===== src/rtl/uart_loopback_bist_if.sv =====
// Signals between the loopback BIST engine and the uart_controller it exercises.
// The master side is the BIST engine; the slave side is the controller.
interface uart_loopback_bist_if #(
  parameter int BAUD_RATE_SEL_W = 2,
  parameter int TOTAL_CONF_W    = 5,
  parameter int MAX_UART_DATA_W = 8
);
  logic [BAUD_RATE_SEL_W-1:0] baud_sel_o;
  logic                       tx_en_o;
  logic                       rx_en_o;
  logic                       tx_start_o;
  logic [TOTAL_CONF_W-1:0]    tx_conf_o;
  logic [TOTAL_CONF_W-1:0]    rx_conf_o;
  logic [MAX_UART_DATA_W-1:0] tx_data_o;
  logic                       tx_done_i;
  logic                       rx_done_i;
  logic [MAX_UART_DATA_W-1:0] rx_data_i;
  logic                       rx_parity_err_i;
  logic                       rx_stop_err_i;

  modport master (
    output baud_sel_o, tx_en_o, rx_en_o, tx_start_o, tx_conf_o, rx_conf_o, tx_data_o,
    input  tx_done_i, rx_done_i, rx_data_i, rx_parity_err_i, rx_stop_err_i
  );

  modport slave (
    input  baud_sel_o, tx_en_o, rx_en_o, tx_start_o, tx_conf_o, rx_conf_o, tx_data_o,
    output tx_done_i, rx_done_i, rx_data_i, rx_parity_err_i, rx_stop_err_i
  );
endinterface


===== src/rtl/uart_loopback_bist.sv =====
// Loopback BIST engine: sends LFSR frames through uart_controller, checks what comes
// back, and optionally sweeps every baud select and frame configuration.
//
// state   | meaning
// IDLE    | waiting for start
// SETUP   | apply baud/conf, enables low for one cycle, settle
// SEND    | launch one frame
// WAIT_TX | wait for tx_done (an early rx_done is latched)
// WAIT_RX | wait for rx_done
// CHECK   | compare received frame, update counters
// NEXT    | choose next frame, next setting, or finish
// DONE    | results held until next start
module uart_loopback_bist #(
  parameter int BAUD_RATE_SEL_W  = 2,
  parameter int N_BAUD_RATE_VALS = 4,
  parameter int TOTAL_CONF_W     = 5,
  parameter int MAX_UART_DATA_W  = 8,
  parameter int FRAME_CNT_W      = 16,
  parameter int ERR_CNT_W        = 16,
  parameter int TIMEOUT_CYCLES   = 200000,
  parameter int SETTLE_CYCLES    = 16
) (
  input  logic                       clk_i,
  input  logic                       rst_i,
  input  logic                       start_i,
  input  logic                       abort_i,
  input  logic                       sweep_en_i,
  input  logic [BAUD_RATE_SEL_W-1:0] baud_sel_i,
  input  logic [TOTAL_CONF_W-1:0]    conf_i,
  input  logic [FRAME_CNT_W-1:0]     n_frames_i,
  input  logic [7:0]                 seed_i,
  uart_loopback_bist_if.master       uart,
  output logic                       busy_o,
  output logic                       done_o,
  output logic                       pass_o,
  output logic                       aborted_o,
  output logic                       timeout_o,
  output logic [FRAME_CNT_W-1:0]     frame_count_o,
  output logic [ERR_CNT_W-1:0]       err_count_o,
  output logic [BAUD_RATE_SEL_W-1:0] fail_baud_o,
  output logic [TOTAL_CONF_W-1:0]    fail_conf_o
);
  localparam int SETTLE_W = $clog2(SETTLE_CYCLES + 1);
  localparam int TMO_W    = $clog2(TIMEOUT_CYCLES + 1);
  localparam logic [BAUD_RATE_SEL_W-1:0] LAST_BAUD = BAUD_RATE_SEL_W'(N_BAUD_RATE_VALS - 1);

  typedef enum logic [2:0] {
    S_IDLE, S_SETUP, S_SEND, S_WAIT_TX, S_WAIT_RX, S_CHECK, S_NEXT, S_DONE
  } state_t;

  state_t                     state_q;
  logic [7:0]                 lfsr_q;
  logic [BAUD_RATE_SEL_W-1:0] baud_q;
  logic [TOTAL_CONF_W-1:0]    conf_q;
  logic                       sweep_q;
  logic [FRAME_CNT_W-1:0]     n_lim_q;
  logic [FRAME_CNT_W-1:0]     frames_set_q;
  logic [SETTLE_W-1:0]        settle_q;
  logic [TMO_W-1:0]           tmo_q;
  logic                       rx_seen_q;
  logic [MAX_UART_DATA_W-1:0] rx_data_q;
  logic                       rx_perr_q;
  logic                       rx_serr_q;
  logic                       en_q;
  logic                       tx_start_q;
  logic [MAX_UART_DATA_W-1:0] tx_data_q;

  logic [MAX_UART_DATA_W-1:0] all_ones;
  logic [MAX_UART_DATA_W-1:0] data_mask;
  logic [3:0]                 n_bits;
  logic [7:0]                 lfsr_nxt;
  logic                       frame_bad;
  logic [ERR_CNT_W-1:0]       err_inc;

  assign all_ones  = '1;
  assign n_bits    = 4'd5 + {2'b00, conf_q[2:1]};
  assign data_mask = ~(all_ones << n_bits);
  assign lfsr_nxt  = lfsr_q[0] ? ((lfsr_q >> 1) ^ 8'hB8) : (lfsr_q >> 1);
  assign frame_bad = ((rx_data_q & data_mask) != tx_data_q) || rx_perr_q || rx_serr_q;
  assign err_inc   = (err_count_o == '1) ? err_count_o : err_count_o + ERR_CNT_W'(1);

  assign uart.baud_sel_o = baud_q;
  assign uart.tx_conf_o  = conf_q;
  assign uart.rx_conf_o  = conf_q;
  assign uart.tx_en_o    = en_q;
  assign uart.rx_en_o    = en_q;
  assign uart.tx_start_o = tx_start_q;
  assign uart.tx_data_o  = tx_data_q;

  always_ff @(posedge clk_i) begin
    if (rst_i) begin
      state_q       <= S_IDLE;
      lfsr_q        <= 8'h01;
      baud_q        <= '0;
      conf_q        <= '0;
      sweep_q       <= 1'b0;
      n_lim_q       <= '0;
      frames_set_q  <= '0;
      settle_q      <= '0;
      tmo_q         <= '0;
      rx_seen_q     <= 1'b0;
      rx_data_q     <= '0;
      rx_perr_q     <= 1'b0;
      rx_serr_q     <= 1'b0;
      en_q          <= 1'b0;
      tx_start_q    <= 1'b0;
      tx_data_q     <= '0;
      busy_o        <= 1'b0;
      done_o        <= 1'b0;
      pass_o        <= 1'b0;
      aborted_o     <= 1'b0;
      timeout_o     <= 1'b0;
      frame_count_o <= '0;
      err_count_o   <= '0;
      fail_baud_o   <= '0;
      fail_conf_o   <= '0;
    end else if (abort_i && busy_o) begin
      // abort beats any CHECK update in the same cycle
      state_q    <= S_DONE;
      busy_o     <= 1'b0;
      done_o     <= 1'b1;
      pass_o     <= 1'b0;
      aborted_o  <= 1'b1;
      en_q       <= 1'b0;
      tx_start_q <= 1'b0;
    end else begin
      tx_start_q <= 1'b0;
      case (state_q)
        S_IDLE, S_DONE: begin
          if (start_i) begin
            state_q       <= S_SETUP;
            lfsr_q        <= (seed_i == 8'h00) ? 8'h01 : seed_i;
            sweep_q       <= sweep_en_i;
            baud_q        <= sweep_en_i ? '0 : baud_sel_i;
            conf_q        <= sweep_en_i ? '0 : conf_i;
            n_lim_q       <= (n_frames_i == '0) ? FRAME_CNT_W'(1) : n_frames_i;
            frames_set_q  <= '0;
            settle_q      <= SETTLE_W'(SETTLE_CYCLES - 1);
            en_q          <= 1'b0;
            busy_o        <= 1'b1;
            done_o        <= 1'b0;
            pass_o        <= 1'b0;
            aborted_o     <= 1'b0;
            timeout_o     <= 1'b0;
            frame_count_o <= '0;
            err_count_o   <= '0;
            fail_baud_o   <= '0;
            fail_conf_o   <= '0;
          end
        end
        S_SETUP: begin
          en_q <= 1'b1;
          if (settle_q == '0) state_q <= S_SEND;
          else                settle_q <= settle_q - SETTLE_W'(1);
        end
        S_SEND: begin
          tx_data_q  <= MAX_UART_DATA_W'(lfsr_q) & data_mask;
          tx_start_q <= 1'b1;
          tmo_q      <= TMO_W'(TIMEOUT_CYCLES - 1);
          rx_seen_q  <= 1'b0;
          state_q    <= S_WAIT_TX;
        end
        S_WAIT_TX, S_WAIT_RX: begin
          if (tmo_q == '0) begin
            timeout_o   <= 1'b1;
            err_count_o <= err_inc;
            if (err_count_o == '0) begin
              fail_baud_o <= baud_q;
              fail_conf_o <= conf_q;
            end
            state_q <= S_DONE;
            busy_o  <= 1'b0;
            done_o  <= 1'b1;
            pass_o  <= 1'b0;
            en_q    <= 1'b0;
          end else begin
            tmo_q <= tmo_q - TMO_W'(1);
            // received word and flags are captured with rx_done, whichever state it lands in
            if (uart.rx_done_i) begin
              rx_seen_q <= 1'b1;
              rx_data_q <= uart.rx_data_i;
              rx_perr_q <= uart.rx_parity_err_i;
              rx_serr_q <= uart.rx_stop_err_i;
            end
            if (state_q == S_WAIT_TX) begin
              if (uart.tx_done_i) state_q <= S_WAIT_RX;
            end else if (uart.rx_done_i || rx_seen_q) begin
              state_q <= S_CHECK;
            end
          end
        end
        S_CHECK: begin
          frame_count_o <= frame_count_o + FRAME_CNT_W'(1);
          if (frame_bad) begin
            err_count_o <= err_inc;
            if (err_count_o == '0) begin
              fail_baud_o <= baud_q;
              fail_conf_o <= conf_q;
            end
          end
          lfsr_q       <= lfsr_nxt;
          frames_set_q <= frames_set_q + FRAME_CNT_W'(1);
          state_q      <= S_NEXT;
        end
        S_NEXT: begin
          if (frames_set_q < n_lim_q) begin
            state_q <= S_SEND;
          end else if (sweep_q && !(conf_q == '1 && baud_q == LAST_BAUD)) begin
            if (conf_q == '1) baud_q <= baud_q + BAUD_RATE_SEL_W'(1);
            conf_q       <= conf_q + TOTAL_CONF_W'(1);
            frames_set_q <= '0;
            settle_q     <= SETTLE_W'(SETTLE_CYCLES - 1);
            en_q         <= 1'b0;
            state_q      <= S_SETUP;
          end else begin
            state_q <= S_DONE;
            busy_o  <= 1'b0;
            done_o  <= 1'b1;
            pass_o  <= (err_count_o == '0);
            en_q    <= 1'b0;
          end
        end
        default: state_q <= S_IDLE;
      endcase
    end
  end
endmodule


===== src/flat_wrapper.sv =====
// flat-port wrapper written by rule: the top's interface ports become plain ports
module uart_loopback_bist_flat 
#(
  parameter int BAUD_RATE_SEL_W  = 2,
  parameter int N_BAUD_RATE_VALS = 4,
  parameter int TOTAL_CONF_W     = 5,
  parameter int MAX_UART_DATA_W  = 8,
  parameter int FRAME_CNT_W      = 16,
  parameter int ERR_CNT_W        = 16,
  parameter int TIMEOUT_CYCLES   = 200000,
  parameter int SETTLE_CYCLES    = 16
)
  (clk_i, rst_i, start_i, abort_i, sweep_en_i, baud_sel_i, conf_i, n_frames_i, seed_i, busy_o, done_o, pass_o, aborted_o, timeout_o, frame_count_o, err_count_o, fail_baud_o, fail_conf_o, uart_baud_sel_o, uart_tx_en_o, uart_rx_en_o, uart_tx_start_o, uart_tx_conf_o, uart_rx_conf_o, uart_tx_data_o, uart_tx_done_i, uart_rx_done_i, uart_rx_data_i, uart_rx_parity_err_i, uart_rx_stop_err_i);
  uart_loopback_bist_if #(.BAUD_RATE_SEL_W(BAUD_RATE_SEL_W), .TOTAL_CONF_W(TOTAL_CONF_W), .MAX_UART_DATA_W(MAX_UART_DATA_W)) uart_i ();
  input  logic clk_i;
  input  logic rst_i;
  input  logic start_i;
  input  logic abort_i;
  input  logic sweep_en_i;
  input  logic [BAUD_RATE_SEL_W-1:0] baud_sel_i;
  input  logic [TOTAL_CONF_W-1:0] conf_i;
  input  logic [FRAME_CNT_W-1:0] n_frames_i;
  input  logic [7:0] seed_i;
  output logic busy_o;
  output logic done_o;
  output logic pass_o;
  output logic aborted_o;
  output logic timeout_o;
  output logic [FRAME_CNT_W-1:0] frame_count_o;
  output logic [ERR_CNT_W-1:0] err_count_o;
  output logic [BAUD_RATE_SEL_W-1:0] fail_baud_o;
  output logic [TOTAL_CONF_W-1:0] fail_conf_o;
  output wire logic [$bits(uart_i.baud_sel_o)-1:0] uart_baud_sel_o;
  output wire logic [$bits(uart_i.tx_en_o)-1:0] uart_tx_en_o;
  output wire logic [$bits(uart_i.rx_en_o)-1:0] uart_rx_en_o;
  output wire logic [$bits(uart_i.tx_start_o)-1:0] uart_tx_start_o;
  output wire logic [$bits(uart_i.tx_conf_o)-1:0] uart_tx_conf_o;
  output wire logic [$bits(uart_i.rx_conf_o)-1:0] uart_rx_conf_o;
  output wire logic [$bits(uart_i.tx_data_o)-1:0] uart_tx_data_o;
  input wire logic [$bits(uart_i.tx_done_i)-1:0] uart_tx_done_i;
  input wire logic [$bits(uart_i.rx_done_i)-1:0] uart_rx_done_i;
  input wire logic [$bits(uart_i.rx_data_i)-1:0] uart_rx_data_i;
  input wire logic [$bits(uart_i.rx_parity_err_i)-1:0] uart_rx_parity_err_i;
  input wire logic [$bits(uart_i.rx_stop_err_i)-1:0] uart_rx_stop_err_i;
  assign uart_baud_sel_o = uart_i.baud_sel_o;
  assign uart_tx_en_o = uart_i.tx_en_o;
  assign uart_rx_en_o = uart_i.rx_en_o;
  assign uart_tx_start_o = uart_i.tx_start_o;
  assign uart_tx_conf_o = uart_i.tx_conf_o;
  assign uart_rx_conf_o = uart_i.rx_conf_o;
  assign uart_tx_data_o = uart_i.tx_data_o;
  assign uart_i.tx_done_i = uart_tx_done_i;
  assign uart_i.rx_done_i = uart_rx_done_i;
  assign uart_i.rx_data_i = uart_rx_data_i;
  assign uart_i.rx_parity_err_i = uart_rx_parity_err_i;
  assign uart_i.rx_stop_err_i = uart_rx_stop_err_i;
  uart_loopback_bist #(.BAUD_RATE_SEL_W(BAUD_RATE_SEL_W), .N_BAUD_RATE_VALS(N_BAUD_RATE_VALS), .TOTAL_CONF_W(TOTAL_CONF_W), .MAX_UART_DATA_W(MAX_UART_DATA_W), .FRAME_CNT_W(FRAME_CNT_W), .ERR_CNT_W(ERR_CNT_W), .TIMEOUT_CYCLES(TIMEOUT_CYCLES), .SETTLE_CYCLES(SETTLE_CYCLES)) u_core (.clk_i(clk_i), .rst_i(rst_i), .start_i(start_i), .abort_i(abort_i), .sweep_en_i(sweep_en_i), .baud_sel_i(baud_sel_i), .conf_i(conf_i), .n_frames_i(n_frames_i), .seed_i(seed_i), .uart(uart_i), .busy_o(busy_o), .done_o(done_o), .pass_o(pass_o), .aborted_o(aborted_o), .timeout_o(timeout_o), .frame_count_o(frame_count_o), .err_count_o(err_count_o), .fail_baud_o(fail_baud_o), .fail_conf_o(fail_conf_o));
endmodule

===== config.mk =====
export PLATFORM = sky130hd
export DESIGN_NAME = uart_loopback_bist_flat
export DESIGN_NICKNAME = d
export VERILOG_FILES = /design/src/rtl/uart_loopback_bist_if.sv /design/src/rtl/uart_loopback_bist.sv /design/src/flat_wrapper.sv
export SDC_FILE = /design/constraint.sdc
export NUM_CORES = 1
export LEC_CHECK = 0
export BUFFER_PORTS_ARGS = -buffer_cell sky130_fd_sc_hd__buf_2
export CORE_ASPECT_RATIO = 2
export CORE_MARGIN = 2
export CORE_UTILIZATION = 50
export DETAILED_ROUTE_END_ITERATION = 10
export PLACE_DENSITY = 0.8
export SLEW_MARGIN = 0
export SYNTH_ARGS = -nofsm -noshare
export SYNTH_HDL_FRONTEND = slang
export SYNTH_SLANG_ARGS = --single-unit

===== constraint.sdc =====
create_clock -name clk_i -period 3.5 [get_ports clk_i]
set_clock_uncertainty 0.2 [all_clocks]
set_input_delay 0.35 -clock clk_i [delete_from_list [all_inputs] [get_ports clk_i]]
set_output_delay 0.35 -clock clk_i [all_outputs]
set_load 0.02 [all_outputs]

# ---- After elaboration in Yosys (flattened, before gate mapping)
# Cells that the tools add are included.
dict set report op_classes {
  add_sub_neg 8
  order_cmp 1
  eq_ne 28
  n_shift 1
  muxes 75
  bitwise_logic 6
  reduce_logical 45
}
# operator n
set ops {}
lappend ops {{$mux 16} 7}
lappend ops {{$pmux 16 s3} 2}
lappend ops {{$mux 5} 12}
lappend ops {{$add 16x1->16 const B} 3}
lappend ops {{$pmux 18 s2} 1}
lappend ops {{$logic_not 16->1} 2}
lappend ops {{$pmux 16 s2} 1}
lappend ops {{$pmux 5 s3} 2}
lappend ops {{$mux 3} 9}
lappend ops {{$reduce_and 5->1} 5}
lappend ops {{$mux 8} 3}
lappend ops {{$reduce_and 4->1} 5}
lappend ops {{$logic_not 18->1} 1}
lappend ops {{$mux 18} 1}
lappend ops {{$mux 2} 9}
lappend ops {{$pmux 3 s6} 1}
lappend ops {{$sub 18x1->18 const B} 1}
lappend ops {{$mux 1} 17}
lappend ops {{$and 8x8->8} 2}
lappend ops {{$eq 16x16->1 const B} 1}
lappend ops {{$lt 16x16->1} 1}
lappend ops {{$pmux 8 s2} 1}
lappend ops {{$eq 3x3->1 const B} 4}
lappend ops {{$ne 2x2->1 const B} 6}
lappend ops {{other kinds (37)} 67}
dict set report totals {
  register_bits 139
  input_bits 48
  output_inout_bits 67
  wordCells 189
}

# ---- Depth between registers and ports, before layout
# Gate-level depths: netlist (run 1).
dict set report depth {
  depth_word 9
  mapped_depth 12
}

# ---- Least setup slack after synthesis (run 1)
# No wires, ideal clock.
dict set report synth_path {
  kind {register to register}
  start {register u_core.n_lim_q[14]}
  end {register u_core.frames_set_q[5]}
  setup_ns 0.071
  t_arrival_ns 2.266
  slack_ns 0.963
  path_stages_with_launch 11
  n_path_buf 1
  synth_period_minus_slack_ns 2.537
  path_cell_list {dfxtp_1 -> inv_1 -> ha_1 -> nand4_1 -> nor3_1 -> nor4b_2 -> o31a_1 -> buf_4 -> o21ai_2 -> or4_1 -> a21oi_1}
}
dict set report synth_between {
  elab_chain_cells 3
}
# element line_no
set synth_rtl {}
lappend synth_rtl {{start, declared} uart_loopback_bist.sv:56} ;# logic [FRAME_CNT_W-1:0] n_lim_q;
lappend synth_rtl {{start signal, assigned} uart_loopback_bist.sv:136} ;# n_lim_q <= (n_frames_i == '0) ? FRAME_CNT_W'(1) : n_frames_i;
lappend synth_rtl {{$lt 16x16->1} uart_loopback_bist.sv:206} ;# if (frames_set_q < n_lim_q) begin
lappend synth_rtl {{$ne 2x2->1 (no line)} --}
lappend synth_rtl {{$reduce_and 5->1 (no line)} --}
lappend synth_rtl {{end signal, assigned} uart_loopback_bist.sv:202} ;# frames_set_q <= frames_set_q + FRAME_CNT_W'(1);
lappend synth_rtl {{end, declared} uart_loopback_bist.sv:57} ;# logic [FRAME_CNT_W-1:0] frames_set_q;
# No other way between the ends.
# A chain may end at the register's enable or synchronous reset.

# ---- Worst setup path after layout (run 1)
dict set report layout_path {
  start {register u_core.state_q[2]}
  end {register u_core.err_count_o[4]}
}
dict set report layout_between {
  elab_chain_cells 4
}
# element line_no
set layout_rtl {}
lappend layout_rtl {{start, declared} uart_loopback_bist.sv:51} ;# state_t state_q;
lappend layout_rtl {{start signal, assigned} uart_loopback_bist.sv:92} ;# state_q <= S_IDLE;
lappend layout_rtl {{start signal, assigned} uart_loopback_bist.sv:119} ;# state_q <= S_DONE;
lappend layout_rtl {{start signal, assigned} uart_loopback_bist.sv:131} ;# state_q <= S_SETUP;
lappend layout_rtl {{$eq 3x3->1, or another cell as far along} uart_loopback_bist.sv:128} ;# case (state_q)
lappend layout_rtl {{$reduce_or 2->1} uart_loopback_bist.sv:128}
lappend layout_rtl {{$ne 2x1->1 (no line), or another cell as far along} --}
lappend layout_rtl {{$reduce_and 5->1 (no line)} --}
lappend layout_rtl {{end signal, assigned} uart_loopback_bist.sv:166} ;# err_count_o <= err_inc;
lappend layout_rtl {{end signal, assigned} uart_loopback_bist.sv:195} ;# err_count_o <= err_inc;
lappend layout_rtl {{end, declared} uart_loopback_bist.sv:39} ;# output logic [ERR_CNT_W-1:0] err_count_o,
# Parallel ways exist; a longest one is shown, timed or not.

==> impl_metrics.tcl, run 1 <==
set metrics [dict create \
    pwr_density_cell_nw_per_um2 766 \
    cts_buffers 17 \
    core_area_um2 14200 \
    final_net_count 1087 \
    antenna_cells 0 \
    hold-path-endpoint "u_core.lfsr_q[6]" \
    finalWirelength_um 19300 \
    finalSetupViolCount 0 \
    synth_area_leaders "dfxtp_1 (39%), a21oi_1 (6.1%), nand2_1 (5.2%), ha_1 (4.4%), nor2_1 (4.3%)" \
    die_span_x_um 88.7 \
    synth_edf_count 0 \
    drive_gt1_share_pct 18.3 \
    drtPass1Iterations 5 \
    grt-ovfl-total 0 \
    cts_htree_levels 4 \
    leakage_power_nw 3.61 \
    final_antenna_net_count 0 \
    final-seq-area_um2 2780 \
    grt.total_usage_pct 25.2 \
    clock_tree.buffer_depth 2 \
    timing_worst_setup_path_type "register to register" \
    cts_resized 0 \
    final.setup.worst_slack_ns 0.308 \
    chipHeight_um 173 \
    critical_path_peak_fanout 22 \
    post_synth_inst_count 888 \
    critical_path.max_stage_delay_ns 0.77 \
    ir_drop_uv 434 \
    stdcell_count 1219 \
    synthesis.area_um2 7170 \
    slew_headroom_pct 35.3 \
    first_global_vias 6670 \
    postLayoutCoreUtil_pct 62.0 \
    synth_cell_type_count 67 \
    synth.ff_latch_count 139 \
    synth.net_count 961 \
    timing_hold_violations_final 0 \
    grt_start_max_net_pins 52 \
    vias 7044 \
    crit_chain "nor3_2 > nor2_1 > o21a_1 > o21ai_2 > nor4b_4 > a21oi_1 > a31o_2" \
    post-route-drc-count 0 \
    dpl.cell_count 1162 \
    hpwlAfterDp_um 13100 \
    fmaxAchievable_mhz 313 \
    worstSetupEndpointType "register" \
    finalWeightedCongestion 0.892 \
    rsz0062_at_grt "false" \
    area_growth_syn_to_layout_pct 22.7 \
    worst_hold_slack_ns 0.0164 \
    initial_core_util_pct 50.5 \
    holdCritPathClass "input port to register" \
    period_share_pct 91.2 \
    fillers 1204 \
    slew_viol_final 0 \
    critPathSlowestCell "dfxtp_1" \
    hold_path_depth 3 \
    clkSinkCount 139 \
    max_cap_viol_count 0 \
    multi_input_area_um2 4050 \
    synth_top_area_cell "dfxtp_1" \
    worst_setup_path_start_kind "register" \
    route.detailed.wl_per_inst_um 15.8 \
    cts_tree "yes" \
    r2r_setup_slack_ns 0.31 \
    finalSetupTns_ns 0 \
    synthFlopType "dfxtp_1" \
    synth_top_area_share_pct 38.8 \
    syn-mean-instance-area_um2 8.08 \
    result_of_the_run "finished clean" \
    cp.required_ns 3.62 \
    cts-root-buf "clkbuf_16" \
    finalWorstPathRequiredPeriod_ns 3.19 \
    post_cts_buffers 0 \
    placement.io_buffers 114 \
    r2r_cells 7 \
    clkLatencyLatePin_ns 0.43 \
    async_reset_ff_share_pct 0 \
    seq_area_frac_synth_pct 38.8 \
    yosys_warnings 0 \
    die_area_um2 15400 \
    clk_pin_slew_ns 0.06 \
    tightest_slew_ns 0.958 \
    mostFrequentLayoutCells "dfxtp_1 (139), buf_2 (114), nand2_1 (99), a21oi_1 (87), nor2_1 (83)" \
    pin_count 115 \
    rows 62 \
    min_from "seed_i[6]" \
    initialDrtViolationCount 515 \
    reg2reg_from "u_core.state_q[2]" \
    grt_first_pass_wirelength_um 31100 \
    post_drt_via_cell_ratio 5.78 \
    worstReg2RegEnd "u_core.err_count_o[4]" \
    cp.arrival_ns 3.31 \
    number_of_antenna_violations_at_the_first_check_in_global_routing 0 \
    placement.setup.worst_slack_ns 0.410 \
    final_common_cell "dfxtp_1" \
    setup.worst_path.start "u_core.state_q[2]" \
]
## cells in the mapped netlist (all sizes together) (3+ instances only)
master	n
o31ai	6
o211ai	8
or3	16
or4	6
xnor2	29
a21o	3
inv	32
o2111ai	4
nand4	13
a31oi	5
nor3	36
nor3b	3
buf	23
a311oi	7
clkbuf	26
o21a	5
a21oi	87
nor4	16
a211oi	3
a31o	4
and2	8
nor2	84
o21ai	40
mux2	3
o41ai	3
ha	25
dfxtp	139
nand2b	18
nor4b	4
and3	16
nand2	99
nand3	61
xor2	18
mux2i	12
nor2b	4
a2111oi	3
## registers in the layout (all words and copies together), names as in the netlist, 2 cells and up
name                    count
u_core.uart.baud_sel_o      2
u_core.rx_data_q            8
u_core.lfsr_q               8
u_core.state_q              3
u_core.fail_conf_o          5
u_core.settle_q             5
u_core.err_count_o         16
u_core.tmo_q               18
u_core.uart.rx_conf_o       5
u_core.frames_set_q        16
u_core.fail_baud_o          2
u_core.uart.tx_data_o       8
u_core.n_lim_q             16
u_core.frame_count_o       16
## layout make-up
cell class | count | area share [%]
multi-input combinational | 668 | 46.0
timing repair buffer | 156 | 10.8
tap | 192 | 2.73
sequential | 139 | 31.6
inverter | 32 | 1.36
clock inverter | 15 | 2.70
clock buffer | 17 | 4.83
## through the flow
stage               instance area (µm²)  power (W)
finish                             8810    0.00675
global route                       8810    0.00710
CTS                                8810    0.00672
detailed placement                 7890    0.00465
global placement                   7890    0.00457
floorplan                          7170    0.00402
## critical path: cells and delay by family, from the launching register on
family | cells | cell delay, ns
AO/OA/AOI/OAI | 4 | 1.00
flip-flops | 1 | 0.77
AND/OR/NAND/NOR | 3 | 1.10
## per-layer routing
layer  share of wire (%)  vias to the layer above  GRT usage [%]
met2                  51                      280           42.8
met5                   0                        -              0
met1                  41                     3316           30.7
li1                    -                     3408              -
met4                 2.4                        0           10.2
met3                 5.7                       40           4.14
## worst max path at each step
stage	endpoint	slack, ns
final	u_core.err_count_o[4]	0.31
after global routing	u_core.uart.rx_conf_o[4]	0.13
after CTS	u_core.err_count_o[4]	0.40
after detailed placement	u_core.err_count_o[4]	0.41
after global placement	u_core.err_count_o[4]	0.54
after floorplan	u_core.frames_set_q[5]	0.96
## logic make-up (layout without fill, tap and decap cells)
| logic type | after synthesis | count (layout) | share of synthesized area, % |
|---|---|---|---|
| AO/OA/AOI/OAI | 188 | 188 | 16.2 |
| multiplexers | 15 | 15 | 2.15 |
| XOR/XNOR | 47 | 47 | 5.74 |
| flip-flops | 139 | 139 | 38.8 |
| AND/OR/NAND/NOR | 393 | 393 | 28.0 |
| buffers and inverters | 81 | 220 | 4.74 |
| adder cells (fa/ha/maj) | 25 | 25 | 4.36 |
## repair_timing
item                                   4_1_cts  5_1_grt
setup endpoints to repair                    0        0
endpoints found under the hold margin       25        0
hold buffers                                25        0
## report_power, final
group          internal [W]  switching (W)
logic              0.000965        0.00158
clock network       0.00128       0.000749
registers           0.00186       0.000308
total               0.00411        0.00263
Power figures use the tool's default switching activity.
==> run 2, diff against run 1 <==
Settings changed: CTS_CLUSTER_SIZE from default to 24, REMOVE_ABC_BUFFERS from default to 1.
Clock period 3.5 ns to 3.4 ns, I/O delays scaled along.
==> run 2 against run 1 <==
The run now ends with hold timing left. Critical path depth rose by 2. Total power fell by 0.60%. Die area did not move. Non-clock buffer count fell by 2. Sequential power rose by 4%. Wire length fell by 0.36%.
==> impl_metrics.tcl, run 2 (synthesized netlist as in run 1, its figures left out) <==
set metrics [dict create \
    finalWorstPathRequiredPeriod_ns 3.10 \
    initial_core_util_pct 50.5 \
    critPathSlowestCell "a2111oi_0" \
    reg2reg_from "u_core.n_lim_q[14]" \
    critical_path.max_stage_delay_ns 0.48 \
    worst_hold_slack_ns -0.00605 \
    largest_reg_flops 18 \
    timing_hold_violations_final 1 \
    finalWeightedCongestion 0.915 \
    result_of_the_run "finished, violations left" \
    finalSetupViolCount 0 \
    max_cap_viol_count 0 \
    pin_count 115 \
    r2r_cells 9 \
    worstSetupEndpointType "register" \
    count_of_buffering_cells_on_the_critical_path_with_inverters_included 1 \
    worst_setup_path_start_kind "register" \
    hold-path-endpoint "u_core.rx_data_q[7]" \
    crit_path_frequent_cell "nor3_1" \
    cp.required_ns 3.49 \
    hold_path_depth 3 \
    ir_drop_uv 561 \
    final_common_cell "dfxtp_1" \
    vias 7011 \
    clkLatencyLatePin_ns 0.42 \
    route.detailed.wl_per_inst_um 15.8 \
    final_antenna_net_count 0 \
    number_of_antenna_violations_at_the_first_check_in_global_routing 0 \
    pwr_density_cell_nw_per_um2 768 \
    power_switching_w 0.00263 \
    post-route-drc-count 0 \
    cts-root-buf "clkbuf_16" \
    initialDrtViolationCount 497 \
    post_cts_buffers 0 \
    chipHeight_um 173 \
    regMostFlops "u_core.tmo_q" \
    finalWirelength_um 19200 \
    violations "hold timing" \
    drive_gt1_share_pct 18.1 \
    placement.setup.worst_slack_ns 0.438 \
    design_power_total_w 0.00671 \
    cts_htree_levels 4 \
    timing_worst_setup_path_type "register to register" \
    worst_path_dominant_cell_family "compound AO/OA/AOI/OAI gates" \
    final.setup.worst_slack_ns 0.296 \
    post_cts_hold_buffer_count 24 \
    rows 62 \
    rsz0062_at_grt "false" \
    worstReg2RegEnd "u_core.uart.rx_conf_o[1]" \
    period_share_pct 91.3 \
    slew_viol_final 0 \
    drtPass1Iterations 6 \
    leakage_power_nw 3.57 \
    holdCritPathClass "input port to register" \
    final_net_count 1085 \
    grt_first_pass_wirelength_um 31400 \
    die_span_x_um 88.7 \
    post_drt_via_cell_ratio 5.77 \
    die_area_um2 15400 \
    crit_chain "inv_1 > ha_1 > nand4_1 > nor3_1 > nor4b_2 > o31a_1 > o21ai_1 > a2111oi_0 > nor3_1" \
    area_growth_syn_to_layout_pct 21.7 \
    netSwitchingFraction_pct 39.2 \
    critical_path_peak_fanout 11 \
    grt.total_usage_pct 25.2 \
    fmaxAchievable_mhz 322 \
    core_area_um2 14200 \
    finalSetupTns_ns 0 \
    clock_power_share_pct 27.7 \
    mostFrequentLayoutCells "dfxtp_1 (139), buf_2 (114), nand2_1 (99), a21oi_1 (87), nor2_1 (83)" \
    min_from "uart_rx_data_i[7]" \
    cts_tree "yes" \
    slew_headroom_pct 30.6 \
    clk_pin_slew_ns 0.06 \
    clock_tree.buffer_depth 2 \
    antenna_cells 0 \
    hpwlAfterDp_um 13200 \
    cts_resized 0 \
    cp.arrival_ns 3.19 \
    grt-ovfl-total 0 \
    clkSinkCount 139 \
    cts_buffers 17 \
    r2r_setup_slack_ns 0.30 \
    first_global_vias 6608 \
    internal-power_w 0.00408 \
    grt_start_max_net_pins 55 \
    placement.io_buffers 114 \
    comb_power_share_pct 38.7 \
    p_seq_share_pct 33.6 \
    tightest_slew_ns 1.03 \
]
[run 2: changes by cell type in the layout (fill, tap and decap cells not counted), sizes merged]
cell	previous run	this run
buf	131	130
bufinv	5	2
clkbuf	17	22
clkinv	4	2
clkinvlp	1	4
dlygate4sd3	25	24
inv	37	33
[run 2: final cells by class]
cell class,count,area (µm²)
Fill cell,1194,5460
Multi-Input combinational cell,668,4050
Sequential cell,139,2780
Timing Repair Buffer,154,943
Clock buffer,22,484
Tap cell,192,240
Inverter,32,120
Clock inverter,9,113
[run 2: power groups by stage]
stage | Clock, W | Combinational [W] | Sequential [W]
after floorplan | 0 | 0.00170 | 0.00231
after global placement | 0 | 0.00245 | 0.00225
after detailed placement | 0 | 0.00252 | 0.00227
after CTS | 0.00187 | 0.00257 | 0.00224
after global routing | 0.00194 | 0.00285 | 0.00229
final | 0.00186 | 0.00260 | 0.00225
[run 2: worst max-delay path by stage]
stage                       start                       end  slack (ns)  cells after the start
2_1_floorplan   u_core.state_q[0]   u_core.frames_set_q[10]        0.35                      5
3_3_place_gp   u_core.n_lim_q[14]  u_core.uart.rx_conf_o[4]        0.55                      9
3_5_place_dp   u_core.n_lim_q[14]  u_core.uart.rx_conf_o[4]        0.44                      9
4_1_cts        u_core.n_lim_q[14]  u_core.uart.rx_conf_o[4]        0.34                      9
5_1_grt        u_core.n_lim_q[14]  u_core.uart.rx_conf_o[1]        0.03                      9
6_report       u_core.n_lim_q[14]  u_core.uart.rx_conf_o[1]        0.30                      9
[run 2: per-stage QoR]
step           instances  util (%)  cell area, µm²
2_1_floorplan        839         -            6950
3_3_place_gp        1161      55.6            7900
3_5_place_dp        1161      55.6            7900
4_1_cts             1216      61.5            8730
5_1_grt             1216      61.5            8730
6_report            1216      61.5            8730
[run 2: routing by layer]
layer	vias to the layer above	track usage (%)	routed length [µm]
met5	-	0	0
met4	0	9.28	555
met3	49	4.95	1170
met2	284	41.0	9360
met1	3283	32.6	8170
li1	3395	-	-
[run 2: worst min-delay path, cell delays in order]
cell and delay, ns:
buf_2 0.10, nand3_1 0.06, a21oi_1 0.06
